`src/rtl/clk_recovery_pkg.sv`:
```
// Shared types and helpers for the slow-clock edge recovery block.
package clk_recovery_pkg;

    typedef enum logic [1:0] {
        IDLE    = 2'd0,
        MEASURE = 2'd1,
        LOCKED  = 2'd2
    } state_t;

    // Counter width that can hold the value max_period itself.
    function automatic int period_width(input int max_period);
        return $clog2(max_period + 1);
    endfunction

    function automatic logic [31:0] abs_diff(input logic [31:0] a, input logic [31:0] b);
        return (a > b) ? (a - b) : (b - a);
    endfunction

endpackage

```
`src/rtl/sync_edge_detect.sv`:
```
// Two-flop synchroniser for a slow asynchronous clock, plus an edge flop
// that turns its transitions into single-cycle rise/fall strobes.
module sync_edge_detect (
    input  logic clk_in,
    input  logic rst_in,
    input  logic async_sig,
    output logic level,
    output logic rise,
    output logic fall
);

    logic s1, s2, s3;

    always_ff @(posedge clk_in) begin
        if (rst_in) begin
            s1 <= 1'b0;
            s2 <= 1'b0;
            s3 <= 1'b0;
        end else begin
            s1 <= async_sig;
            s2 <= s1;
            s3 <= s2;
        end
    end

    assign level = s2;
    assign rise  = s2 & ~s3;
    assign fall  = ~s2 & s3;

endmodule

```
`src/rtl/clock_edge_recovery.sv`:
```
// Brings a slow asynchronous clock into the clk_in domain as edge strobes,
// measures its rise-to-rise period and reports lock / timeout status.
//
// state   | meaning
// IDLE    | no reference edge yet (after reset or timeout)
// MEASURE | reporting periods, counting consecutive matches toward lock
// LOCKED  | period stable against a frozen reference
module clock_edge_recovery
    import clk_recovery_pkg::*;
#(
    parameter  int MAX_PERIOD = 256,
    parameter  int LOCK_COUNT = 4,
    parameter  int TOLERANCE  = 1,
    localparam int PW         = period_width(MAX_PERIOD)
) (
    input  logic          clk_in,
    input  logic          rst_in,
    input  logic          slow_clk_in,
    output logic          level_out,
    output logic          rise_out,
    output logic          fall_out,
    output logic [PW-1:0] period_out,
    output logic          period_valid_out,
    output logic          locked_out,
    output logic          timeout_out
);

    localparam int MW = $clog2(LOCK_COUNT + 1);

    logic          rise_evt;
    logic [PW-1:0] cnt_q;
    logic [PW-1:0] ref_q, ref_d;
    logic [PW-1:0] period_q, period_d;
    logic [MW-1:0] match_q, match_d;
    logic          pvalid_q, pvalid_d;
    logic          locked_q, locked_d;
    logic          timeout_q, timeout_d;
    logic          in_tol;
    logic          at_max;
    state_t        state_q, state_d;

    sync_edge_detect u_sync (
        .clk_in    (clk_in),
        .rst_in    (rst_in),
        .async_sig (slow_clk_in),
        .level     (level_out),
        .rise      (rise_evt),
        .fall      (fall_out)
    );

    assign rise_out = rise_evt;

    // Counts cycles since the last rise strobe; saturating keeps the timeout sticky-safe.
    always_ff @(posedge clk_in) begin
        if (rst_in)
            cnt_q <= '0;
        else if (rise_evt)
            cnt_q <= PW'(1);
        else if (cnt_q != PW'(MAX_PERIOD))
            cnt_q <= cnt_q + 1'b1;
    end

    assign in_tol = abs_diff(32'(cnt_q), 32'(ref_q)) <= 32'(TOLERANCE);
    assign at_max = (cnt_q == PW'(MAX_PERIOD));

    always_comb begin
        state_d   = state_q;
        ref_d     = ref_q;
        period_d  = period_q;
        match_d   = match_q;
        pvalid_d  = 1'b0;
        locked_d  = locked_q;
        timeout_d = timeout_q;

        if (rise_evt) begin
            timeout_d = 1'b0;
            unique case (state_q)
                IDLE: state_d = MEASURE;
                MEASURE: begin
                    period_d = cnt_q;
                    pvalid_d = 1'b1;
                    ref_d    = cnt_q;
                    // match_q == 0 means no earlier period since IDLE to compare against
                    if (match_q != '0 && in_tol)
                        match_d = match_q + 1'b1;
                    else
                        match_d = MW'(1);
                    if (match_d == MW'(LOCK_COUNT)) begin
                        state_d  = LOCKED;
                        locked_d = 1'b1;
                    end
                end
                LOCKED: begin
                    period_d = cnt_q;
                    pvalid_d = 1'b1;
                    if (!in_tol) begin
                        locked_d = 1'b0;
                        match_d  = MW'(1);
                        ref_d    = cnt_q;
                        state_d  = MEASURE;
                    end
                end
                default: state_d = IDLE;
            endcase
        end else if (state_q != IDLE && at_max) begin
            timeout_d = 1'b1;
            locked_d  = 1'b0;
            match_d   = '0;
            state_d   = IDLE;
        end
    end

    always_ff @(posedge clk_in) begin
        if (rst_in) begin
            state_q   <= IDLE;
            ref_q     <= '0;
            period_q  <= '0;
            match_q   <= '0;
            pvalid_q  <= 1'b0;
            locked_q  <= 1'b0;
            timeout_q <= 1'b0;
        end else begin
            state_q   <= state_d;
            ref_q     <= ref_d;
            period_q  <= period_d;
            match_q   <= match_d;
            pvalid_q  <= pvalid_d;
            locked_q  <= locked_d;
            timeout_q <= timeout_d;
        end
    end

    assign period_out       = period_q;
    assign period_valid_out = pvalid_q;
    assign locked_out       = locked_q;
    assign timeout_out      = timeout_q;

endmodule

```
`config.mk`:
```
export PLATFORM = sky130hd
export DESIGN_NAME = clock_edge_recovery
export DESIGN_NICKNAME = d
export VERILOG_FILES = /design/src/rtl/clk_recovery_pkg.sv /design/src/rtl/sync_edge_detect.sv /design/src/rtl/clock_edge_recovery.sv
export SDC_FILE = /design/constraint.sdc
export NUM_CORES = 1
export LEC_CHECK = 0
export CAP_MARGIN = 5
export CORE_ASPECT_RATIO = 1.1
export CORE_UTILIZATION = 63
export DETAILED_ROUTE_END_ITERATION = 10
export GPL_TIMING_DRIVEN = 0
export PLACE_DENSITY = 0.84
export SLEW_MARGIN = 20
export SYNTH_ARGS = -nofsm -noshare
export SYNTH_HDL_FRONTEND = slang
export SYNTH_SLANG_ARGS = --single-unit
```
`constraint.sdc`:
```
create_clock -name clk_in -period 8.8 [get_ports clk_in]
set_input_delay 2.2 -clock clk_in [delete_from_list [all_inputs] [get_ports clk_in]]
set_output_delay 2.2 -clock clk_in [all_outputs]
set_load 0.05 [all_outputs]
```
==> impl_metrics.tcl <==
set metrics [dict create \
    drt-total-wl_um 6967 \
    cp_max_fo 10 \
    final_util_pct 76.30 \
    required_ns 6.60 \
    globalRoute.totalOverflow 0 \
    postCtsHoldBufs 0 \
    outcome "complete, no violations" \
    yosys.area.top_type "dfxtp_1" \
    syn-num-nets 372 \
    dpl.hpwl_um 5077 \
    ys_seq_elements 38 \
    io_buffers 17 \
    dp_slack_ns 4.986 \
    wl_per_cell_um 16.67 \
    fillers 302 \
    drive_gt1_share_pct 7.377 \
    power_density_nw_per_um2 136.8 \
    rsz0062_at_grt "false" \
    grt_pass1_wl_um 11790 \
    gp_congestion 0.9292 \
    synth_area_um2 2715 \
    cts_root_buf "clkbuf_8" \
    most-common-layout-cells "dfxtp_1 (38), nor2_1 (36), nand2_1 (35), inv_1 (33), a21oi_1 (31)" \
    vdd.ir_drop.worst_mv 0.1325 \
    nets 396 \
    clock_skew_ns 0.005410 \
    ios 18 \
    core_um2 4054 \
    cpPeakStageDelay_ns 0.83 \
    diodes 0 \
    hp-class "flop to flop" \
    synth-async-reset-ratio_pct 0 \
    setup.worst_path.end_class "primary output" \
    cts_made_buffers 5 \
    num_vias 2546 \
    firstDrtPassIters 4 \
    ys_types 59 \
    fin_crit_sh_pct 45.35 \
    grt_antenna_before_repair 0 \
    post_drt_via_cell_ratio 6.091 \
    drv_slew 0 \
    relSlewSlack_pct 66.37 \
    fin_crit_ns 3.991 \
    ant_nets 0 \
    cap_violations 0 \
    fmax_ghz 0.2506 \
    clk_latency_ns 0.30 \
    p_leak_nw 1.247 \
    p_total_mw 0.4231 \
    final_cells 418 \
    start_util_pct 66.98 \
    critPathArrivalTime_ns 1.79 \
    route.detailed.drc 0 \
    final_common_cell "dfxtp_1" \
    tightest_slew_ns 0.4917 \
    dp_cells 410 \
    cp_cell_sequence "nand2b_1 > inv_2 > clkdlybuf4s50_1" \
    cts.sinks 38 \
    seq_area_frac_synth_pct 28.02 \
    yosys_warnings 0 \
    hold_viol 0 \
    die_area_um2 4577 \
    grt_usage_pct 33.22 \
    grt_pass1_vias 2537 \
    fin_setup_tns_ns 0 \
    fp.dieW_um 64.60 \
    postCtsSetupRepairBufs 0 \
    yosys.area.top_type_share_pct 28.02 \
    critPathKind "flop to primary output" \
    cts_tree "done" \
    h-tree-depth 2 \
    ys.flop_type "dfxtp_1" \
    finalWorstSetupSlack_ns 4.809 \
    avgSynthCellArea_um2 7.962 \
    die_y_um 70.85 \
    synth_edf_count 0 \
    clkSlewWorstSetupHoldPaths_ns 0.08 \
    setup_viol 0 \
    cpMaxStageDelayCell "clkdlybuf4s50_1" \
    clockBufferDepth 2 \
    rows 24 \
    synthCells 341 \
    cts_resized 0 \
    grt_max_degree 13 \
    first_iter_violations 236 \
    syn2layout_area_growth_pct 13.92 \
    critPathLaunchType "flop" \
    synthTopCellsByArea "dfxtp_1 (28%), ha_1 (12%), a21oi_1 (5.7%), mux2i_1 (5.2%), nor2_1 (5.0%)" \
]
==> cell usage after synthesis (4+ instances only) <==
cell type / number
dfxtp_1: 38
nor2_1: 36
nand2_1: 35
inv_1: 33
a21oi_1: 31
ha_1: 26
nand3_1: 15
mux2i_1: 14
nor2b_1: 8
xnor2_1: 8
clkbuf_1: 7
nor3_1: 7
o21ai_0: 7
buf_2: 6
xor2_1: 5
nand4_1: 4
nor4_1: 4
==> routing by layer <==
metal	up-vias	global-route usage (%)	share of wire, %
met5	-	0	0
met4	0	11.11	2.8
met3	21	7.581	5.2
met2	78	58.13	49
met1	1220	39.76	43
li1	1227	-	-
==> cell families after synthesis <==
kind of cell    synth area share, %
simple gates                  20.55
compound gates                20.32
buf+inv                       7.880
flops                         28.02
fa+ha+maj                     13.46
mux                           5.576
xor+xnor                      4.194
==> power breakdown <==
| group | internal (mW) | switching (mW) | total [mW] |
|---|---|---|---|
| Clock | 0.121 | 0.0650 | 0.186 |
| Combinational | 0.0233 | 0.0365 | 0.0598 |
| Sequential | 0.174 | 0.00339 | 0.177 |
==> layout make-up <==
cell class / instances / area, um^2 / area share [%]
buffer: 16 / 86.33 / 2.791
clock buffer: 6 / 82.58 / 2.670
clock inverter: 2 / 60.06 / 1.942
inverter: 34 / 127.6 / 4.126
multi-input combinational: 253 / 1740 / 56.27
sequential: 38 / 760.7 / 24.60
tap: 52 / 65.06 / 2.104
timing repair buffer: 17 / 170.2 / 5.502
==> registers in the layout, indices dropped and copies added (netlist names), 2 cells and up <==
register    flops
cnt_q           9
period_out      9
ref_q           9
match_q         3
state_q         2
==> worst max-delay path: cells and delay by family, from the launching register on <==
kind	cells	cell delay [ns]
buffers and inverters	2	1.00
flip-flops	1	0.32
AND/OR/NAND/NOR	1	0.17
==> worst paths after layout <==
check / from / end / slack (ns) / depth (start not counted)
min: u_sync.s1 / u_sync.level / 0.45 / 1
max: u_sync.s3 / rise_out / 4.81 / 3
min reg2reg: u_sync.s1 / u_sync.level / 0.45 / 1
max reg2reg: cnt_q[1] / ref_q[0] / 5.24 / 11
==> through the flow <==
step | hold WS, ns | area [um^2]
6_report | 0.4531 | 3093
3_5_place_dp | 0.4362 | 2950
4_1_cts | 0.4587 | 3093
3_3_place_gp | 0.4362 | 2950
5_1_grt | 0.4872 | 3093
2_1_floorplan | 0.4138 | 2715
Note: power is estimated with default switching activity, not from simulation.
